### src/rtl/alu_pkg.sv
// rtl/alu_pkg.sv - shared opcodes, mode codes, flag indices and multiplier states for alu_seq
package alu_pkg;

    localparam logic [3:0] OP_AND = 4'h0;
    localparam logic [3:0] OP_EOR = 4'h1;
    localparam logic [3:0] OP_SUB = 4'h2;
    localparam logic [3:0] OP_RSB = 4'h3;
    localparam logic [3:0] OP_ADD = 4'h4;
    localparam logic [3:0] OP_ADC = 4'h5;
    localparam logic [3:0] OP_SBC = 4'h6;
    localparam logic [3:0] OP_RSC = 4'h7;
    localparam logic [3:0] OP_TST = 4'h8;
    localparam logic [3:0] OP_TEQ = 4'h9;
    localparam logic [3:0] OP_CMP = 4'hA;
    localparam logic [3:0] OP_CMN = 4'hB;
    localparam logic [3:0] OP_ORR = 4'hC;
    localparam logic [3:0] OP_MOV = 4'hD;
    localparam logic [3:0] OP_BIC = 4'hE;
    localparam logic [3:0] OP_MVN = 4'hF;

    localparam logic [1:0] MODE_DP    = 2'b00;
    localparam logic [1:0] MODE_MUL   = 2'b01;
    localparam logic [1:0] MODE_UMULL = 2'b10;
    localparam logic [1:0] MODE_SMULL = 2'b11;

    localparam int FLAG_N = 3;
    localparam int FLAG_Z = 2;
    localparam int FLAG_C = 1;
    localparam int FLAG_V = 0;

    typedef enum logic {
        MUL_IDLE = 1'b0,
        MUL_RUN  = 1'b1
    } mul_state_t;

    // TST, TEQ, CMP and CMN occupy opcodes 8..11.
    function automatic logic is_compare(input logic [3:0] op);
        return op[3:2] == 2'b10;
    endfunction

endpackage

### src/rtl/alu_mul_iter.sv
// rtl/alu_mul_iter.sv - radix-2 shift-add WIDTH x WIDTH multiplier, one bit per cycle
// Ports: clk, rst_n (async low), flush (abort), start (load operands, begin WIDTH iterations),
//        is_signed (two's complement operands), a/b (operands), acc (added to the 2W product),
//        busy (iterating), done (final iteration this cycle; prod_* valid this cycle only),
//        prod_hi/prod_lo (final product, combinational while done).
module alu_mul_iter
    import alu_pkg::*;
#(
    parameter int WIDTH = 32,
    parameter int CNT_W = $clog2(WIDTH) + 1
) (
    input  logic             clk,
    input  logic             rst_n,
    input  logic             flush,
    input  logic             start,
    input  logic             is_signed,
    input  logic [WIDTH-1:0] a,
    input  logic [WIDTH-1:0] b,
    input  logic [WIDTH-1:0] acc,
    output logic             busy,
    output logic             done,
    output logic [WIDTH-1:0] prod_hi,
    output logic [WIDTH-1:0] prod_lo
);

    localparam int W2 = 2 * WIDTH;

    mul_state_t       state, state_n;
    logic [CNT_W-1:0] cnt;
    logic [WIDTH-1:0] mcand, hi, lo, acc_r;
    logic             neg;

    logic [WIDTH-1:0] a_mag, b_mag;
    logic [WIDTH:0]   sum;
    logic [WIDTH-1:0] nxt_hi, nxt_lo;
    logic [W2-1:0]    full, fin;

    // Signed operands are multiplied as magnitudes; the most negative value's
    // magnitude still fits unsigned in WIDTH bits.
    assign a_mag = (is_signed && a[WIDTH-1]) ? (~a + WIDTH'(1)) : a;
    assign b_mag = (is_signed && b[WIDTH-1]) ? (~b + WIDTH'(1)) : b;

    // The multiplier sits in lo and is shifted out as product bits shift in.
    assign sum    = {1'b0, hi} + (lo[0] ? {1'b0, mcand} : {(WIDTH+1){1'b0}});
    assign nxt_hi = sum[WIDTH:1];
    assign nxt_lo = {sum[0], lo[WIDTH-1:1]};
    assign full   = {nxt_hi, nxt_lo};

    // Sign fix-up and accumulate are folded into the last iteration.
    assign fin     = (neg ? (~full + W2'(1)) : full) + {{WIDTH{1'b0}}, acc_r};
    assign prod_hi = fin[W2-1:WIDTH];
    assign prod_lo = fin[WIDTH-1:0];

    assign busy = (state == MUL_RUN);
    assign done = busy && (cnt == CNT_W'(WIDTH - 1));

    always_ff @(posedge clk or negedge rst_n) begin
        if (!rst_n) begin
            state <= MUL_IDLE;
        end else begin
            state <= state_n;
        end
    end

    always_comb begin
        state_n = state;
        if (flush) begin
            state_n = MUL_IDLE;
        end else begin
            case (state)
                MUL_IDLE: if (start) state_n = MUL_RUN;
                MUL_RUN:  if (done)  state_n = MUL_IDLE;
                default:  state_n = MUL_IDLE;
            endcase
        end
    end

    always_ff @(posedge clk or negedge rst_n) begin
        if (!rst_n) begin
            cnt   <= '0;
            mcand <= '0;
            hi    <= '0;
            lo    <= '0;
            acc_r <= '0;
            neg   <= 1'b0;
        end else if (flush) begin
            cnt <= '0;
        end else if (start && !busy) begin
            cnt   <= '0;
            mcand <= a_mag;
            hi    <= '0;
            lo    <= b_mag;
            acc_r <= acc;
            neg   <= is_signed && (a[WIDTH-1] ^ b[WIDTH-1]);
        end else if (busy) begin
            hi  <= nxt_hi;
            lo  <= nxt_lo;
            cnt <= done ? '0 : cnt + CNT_W'(1);
        end
    end

endmodule

### src/rtl/alu_seq.sv
// rtl/alu_seq.sv - handshaked ARMv4 ALU with NZCV register and iterative multiplier
// Ports: clk, rst_n (async low), flush; input side in_valid/in_ready with in_mode, in_op,
//        in_acc, in_s, in_a, in_b, in_c, in_sh_carry; output side out_valid/out_ready with
//        out_lo, out_hi, out_wr, out_wr_hi; nzcv flag register; busy while multiplying.
module alu_seq
    import alu_pkg::*;
#(
    parameter int WIDTH = 32,
    parameter int CNT_W = $clog2(WIDTH) + 1
) (
    input  logic             clk,
    input  logic             rst_n,
    input  logic             flush,
    input  logic             in_valid,
    output logic             in_ready,
    input  logic [1:0]       in_mode,
    input  logic [3:0]       in_op,
    input  logic             in_acc,
    input  logic             in_s,
    input  logic [WIDTH-1:0] in_a,
    input  logic [WIDTH-1:0] in_b,
    input  logic [WIDTH-1:0] in_c,
    input  logic             in_sh_carry,
    output logic             out_valid,
    input  logic             out_ready,
    output logic [WIDTH-1:0] out_lo,
    output logic [WIDTH-1:0] out_hi,
    output logic             out_wr,
    output logic             out_wr_hi,
    output logic [3:0]       nzcv,
    output logic             busy
);

    logic             accept, accept_dp, mul_start, mul_done;
    logic [WIDTH-1:0] mul_hi, mul_lo, mul_acc;
    logic             mul_long, mul_s;

    logic [WIDTH-1:0] dp_res, add_x, add_y;
    logic             add_ci, arith, cmp_op;
    logic [WIDTH:0]   add_sum;
    logic [3:0]       dp_flags;

    assign in_ready  = !busy && (!out_valid || out_ready);
    assign accept    = in_valid && in_ready && !flush;
    assign accept_dp = accept && (in_mode == MODE_DP);
    assign mul_start = accept && (in_mode != MODE_DP);
    assign mul_acc   = (in_mode == MODE_MUL && in_acc) ? in_c : '0;

    alu_mul_iter #(.WIDTH(WIDTH), .CNT_W(CNT_W)) u_mul (
        .clk       (clk),
        .rst_n     (rst_n),
        .flush     (flush),
        .start     (mul_start),
        .is_signed (in_mode == MODE_SMULL),
        .a         (in_a),
        .b         (in_b),
        .acc       (mul_acc),
        .busy      (busy),
        .done      (mul_done),
        .prod_hi   (mul_hi),
        .prod_lo   (mul_lo)
    );

    // All arithmetic ops reduce to x + y + ci; subtraction inverts the
    // subtrahend so the carry-out is directly NOT borrow.
    always_comb begin
        add_x  = in_a;
        add_y  = in_b;
        add_ci = 1'b0;
        arith  = 1'b1;
        dp_res = '0;
        case (in_op)
            OP_SUB, OP_CMP: begin add_y = ~in_b; add_ci = 1'b1; end
            OP_RSB:         begin add_x = in_b; add_y = ~in_a; add_ci = 1'b1; end
            OP_ADD, OP_CMN: add_ci = 1'b0;
            OP_ADC:         add_ci = nzcv[FLAG_C];
            OP_SBC:         begin add_y = ~in_b; add_ci = nzcv[FLAG_C]; end
            OP_RSC:         begin add_x = in_b; add_y = ~in_a; add_ci = nzcv[FLAG_C]; end
            default:        arith = 1'b0;
        endcase
        add_sum = {1'b0, add_x} + {1'b0, add_y} + {{WIDTH{1'b0}}, add_ci};
        case (in_op)
            OP_AND, OP_TST: dp_res = in_a & in_b;
            OP_EOR, OP_TEQ: dp_res = in_a ^ in_b;
            OP_ORR:         dp_res = in_a | in_b;
            OP_MOV:         dp_res = in_b;
            OP_BIC:         dp_res = in_a & ~in_b;
            OP_MVN:         dp_res = ~in_b;
            default:        dp_res = add_sum[WIDTH-1:0];
        endcase
        cmp_op           = is_compare(in_op);
        dp_flags[FLAG_N] = dp_res[WIDTH-1];
        dp_flags[FLAG_Z] = (dp_res == '0);
        dp_flags[FLAG_C] = arith ? add_sum[WIDTH] : in_sh_carry;
        dp_flags[FLAG_V] = arith ? ((add_x[WIDTH-1] == add_y[WIDTH-1]) &&
                                    (add_sum[WIDTH-1] != add_x[WIDTH-1]))
                                 : nzcv[FLAG_V];
    end

    always_ff @(posedge clk or negedge rst_n) begin
        if (!rst_n) begin
            out_valid <= 1'b0;
            out_lo    <= '0;
            out_hi    <= '0;
            out_wr    <= 1'b0;
            out_wr_hi <= 1'b0;
            nzcv      <= 4'b0000;
            mul_long  <= 1'b0;
            mul_s     <= 1'b0;
        end else if (flush) begin
            out_valid <= 1'b0;
        end else if (mul_done) begin
            out_valid <= 1'b1;
            out_lo    <= mul_lo;
            out_hi    <= mul_long ? mul_hi : '0;
            out_wr    <= 1'b1;
            out_wr_hi <= mul_long;
            if (mul_s) begin
                nzcv[FLAG_N] <= mul_long ? mul_hi[WIDTH-1] : mul_lo[WIDTH-1];
                nzcv[FLAG_Z] <= mul_long ? ({mul_hi, mul_lo} == '0) : (mul_lo == '0);
            end
        end else if (accept_dp) begin
            out_valid <= 1'b1;
            out_lo    <= dp_res;
            out_hi    <= '0;
            out_wr    <= !cmp_op;
            out_wr_hi <= 1'b0;
            if (in_s || cmp_op) nzcv <= dp_flags;
        end else begin
            if (mul_start) begin
                mul_long <= in_mode[1];
                mul_s    <= in_s;
            end
            if (out_valid && out_ready) out_valid <= 1'b0;
        end
    end

endmodule

### config.mk
export PLATFORM = sky130hd
export DESIGN_NAME = alu_seq
export DESIGN_NICKNAME = d
export VERILOG_FILES = /design/src/rtl/alu_pkg.sv /design/src/rtl/alu_mul_iter.sv /design/src/rtl/alu_seq.sv
export SDC_FILE = /design/constraint.sdc
export NUM_CORES = 1
export LEC_CHECK = 0
export ABC_AREA = 1
export CAP_MARGIN = 20
export CORE_ASPECT_RATIO = 1.25
export CORE_UTILIZATION = 40
export DETAILED_ROUTE_END_ITERATION = 8
export GPL_TIMING_DRIVEN = 0
export PLACE_DENSITY = 0.62
export SLEW_MARGIN = 20
export SYNTH_ARGS = -nofsm -noshare
export SYNTH_HDL_FRONTEND = slang
export SYNTH_HIERARCHICAL = 1
export SYNTH_SLANG_ARGS = --single-unit
### constraint.sdc
create_clock -name clk -period 9.4 [get_ports clk]
set_clock_uncertainty 0.1 [all_clocks]
set_input_delay 1.88 -clock clk [delete_from_list [all_inputs] [get_ports clk]]
set_output_delay 1.88 -clock clk [all_outputs]
set_load 0.005 [all_outputs]
==> summary.md <==
| Metric | Value |
|---|---|
| Synthesized area | `approximately 0.023 sq mm` |
| Worst Path Required | `roughly 10 ns` |
| FF/Latch Area | `around 0.0052 sq mm` |
| Crit Path Max Fanout | `10` |
| Remaining Overflow, GRT | `0` |
| Yosys top cell by area | `dfrtp_1` |
| EDFF count, synth | `0` |
| Site Rows | `98` |
| Die width | `about 220 um` |
| CP Class | `reg2reg` |
| Multi-input logic area | `between 0.015 and 0.02 sq mm` |
| Initial antenna violation count | `0` |
| Post-layout minimum cycle time | `6.817 ns` |
| Outcome | `complete, no violations` |
| DR WL/cell | `~19 um` |
| Ports | `183` |
| Post-CTS Hold Buffers | `0` |
| Vias per std cell | `~5.3` |
| Tot GR Track Use | `30.77%` |
| CP max stage delay | `about 0.54 ns` |
| CTS buffer count | `27` |
| CTS tree | `done` |
| Hold/Removal Path Class | `reg2reg` |
| Clock sinks | `around 210` |
| Max stage delay cell, worst path | `o21ai_0` |
| Via Count | `~26k` |
| Final wirelength | `92400 um` |
| Residual DRC | `0` |
| Initial drt markers | `around 2.0k` |
| Mapped Cells | `3914` |
| Layout cells sized above 1 | `~5%` |
| DRT Pass-1 Iters | `5` |
| Fin util | `about 47%` |
| Final nets | `about 4.4k` |
| Post-route ant nets | `0` |
| Slew Limit Fails | `0` |
| Worst skew pair latency | `between 0.5 and 0.6 ns` |
| First-pass GRT wire length | `140300 um` |
| Largest net degree at the start of global routing | `slightly below 90` |
| FFs w/ async S/R, synth | `100.0%` |
| Max Cap Viol | `0` |
| Diode count | `0` |
| Die height | `271.7 um` |
| Top_reg_cell synth | `dfrtp_1` |
| Worst-path clk slew | `about 0.060 ns` |
| Total chip power | `around 5.3 mW` |
| Synth unique cells | `55` |
| Avg Cell Area, Syn | `5.946 sq um` |
| Yosys reg bits | `~210` |
| Warnings from Yosys | `6` |
| Post-synth top area share | `approximately 22%` |
| Post-route cell area | `around 0.027 sq mm` |
| Placed Area | `approximately 0.026 sq mm` |
| Global placement routability congestion | `between 0.9 and 1` |
| Fillcell total | `around 6.3k` |
| Resize count post-CTS | `0` |
| Post-CTS setup buffers | `0` |
| Synth top cells by count | `nand2_1 (1313), inv_1 (508), nor2_1 (382), o21ai_0 (267), nand3_1 (216)` |
| Fmax | `roughly 0.15 GHz` |
| Max rail drop VDD | `136.1 uV` |
| Area contributors post-synth | `dfrtp_1 (22%), nand2_1 (21%), inv_1 (8.2%), ha_1 (7.0%), nor2_1 (6.2%)` |
| Period utilization | `72.52%` |
| Synth Net Count | `about 4.2k` |
| Slew HR | `between 30% and 40%` |
| CP dominant cell by count | `nand2_1` |
| Clk buf depth | `3` |
| Final setup TNS | `0 ns` |
| Starting Density | `about two fifths` |
| Clk root buf | `clkbuf_16` |
| PD cells | `a little under 200 mW/mm^2` |
| H-tree depth | `1` |
| RSZ-0062 raised after global routing | `no` |
| Vias in the first global route | `between 20k and 30k` |
| Die Area | `~0.059 sq mm` |
| Syn-to-layout area delta | `16.12%` |
| Top-count cell post-synth | `nand2_1` |
| Seq/Total Area, Yosys | `~22%` |
| I/O Buffers | `approximately 180` |
| Final setup violating endpoints | `0` |
| Crit. End Element | `flop` |
| DP HPWL | `about 77000 um` |
| LEAKAGE | `roughly 14 nW` |
| Arr. time, crit path | `7.23 ns` |
| Core ar. | `0.05739 sq mm` |
| Critical path startpoint category | `flop` |
| Worst-Margin Slew | `approximately 0.99 ns` |
| Final hold violation count | `0` |
-- state kept, by name, summed over array words and instances (netlist names) --
signal	count
u_mul/mcand	32
u_mul/lo	32
u_mul/acc_r	32
mul_long	1
mul_s	1
out_wr_hi	1
u_mul/cnt	6
out_hi	32
u_mul/hi	32
out_lo	32
out_valid	1
u_mul/neg	1
nzcv	4
u_mul/busy	1
out_wr	1
-- per-layer routing --
layer	GRT usage [%]	wire length, um
met1	36.10	36800
met4	18.75	6396
met3	3.160	5000
met2	53.65	44210
met5	0	0
-- power by group --
part / total [mW] / internal, mW / switching [mW]
Clock: 1.11 / 0.675 / 0.434
Combinational: 2.95 / 0.944 / 2.01
Sequential: 1.21 / 1.07 / 0.141
Total: 5.28 / 2.69 / 2.59
-- final cells by class --
cell class | count | share of cell area (%)
Buffer | 111 | 1.671
Sequential cell | 209 | 19.35
Clock inverter | 10 | 0.6436
Inverter | 541 | 7.515
Tap cell | 750 | 3.473
Clock buffer | 40 | 2.829
Multi-Input combinational cell | 3053 | 57.59
Timing Repair Buffer | 183 | 6.927
-- cells by family (layout without fill, tap and decap cells) --
logic type	count (synthesis)	after routing	share of synthesized area [%]
xor gates and xnor gates	142	142	5.409
DFF	209	209	22.47
buffers and inverters	652	885	10.67
adders and majority gates	135	135	7.387
muxes	1	1	0.04838
and+or+nand+nor	2180	2180	39.80
AOI/OAI and AO/OA	595	595	14.22
-- worst max-delay path: cells and delay by family, from the launching register on --
family	cells	cell delay, ns
and+or+nand+nor	16	2.23
buffers and inverters	6	1.94
AOI/OAI and AO/OA	7	1.83
adders and majority gates	1	0.34
DFF	1	0.32
-- path summary, 6_finish.rpt --
kind	start	end	slack (ns)	cells past startpoint
min reg2reg	out_hi[26]$_DFFE_PN0P_	out_hi[26]$_DFFE_PN0P_	0.37	2
min	out_hi[26]$_DFFE_PN0P_	out_hi[26]$_DFFE_PN0P_	0.37	2
max reg2reg	u_mul/neg$_DFFE_PN0P_	nzcv[2]$_DFFE_PN0P_	2.58	30
min in group asynchronous	rst_n	u_mul/hi[18]$_DFFE_PN0P_	1.12	1
max	u_mul/neg$_DFFE_PN0P_	nzcv[2]$_DFFE_PN0P_	2.58	30
max in group asynchronous	rst_n	out_lo[19]$_DFFE_PN0P_	7.30	2
-- cells in the final DEF, fill, tap and decap left out, types with 25 or more instances in the layout --
cell type and n:
nor2_1 381, inv_1 508, xor2_1 104, o221ai_1 35
nand2_2 42, nor3_1 39, o21ai_0 267, dfrtp_1 209
clkbuf_1 97, inv_2 25, nand3_1 216, clkdlybuf4s50_1 180
o211ai_1 30, ha_1 131, clkbuf_16 27, xnor2_1 36
nand2_1 1313, a21oi_1 204, nand4_1 54, nor2_2 32
-- through the flow --
step,setup slack [ns],hold slack [ns],cells
2_1_floorplan,4.326,0.3459,3914
3_3_place_gp,-3.004,0.3539,4845
3_5_place_dp,2.190,0.3577,4847
4_1_cts,2.658,0.3722,4897
5_1_grt,2.072,0.3859,4897
6_report,2.583,0.3684,4897
(Power assumes the default switching activity.)
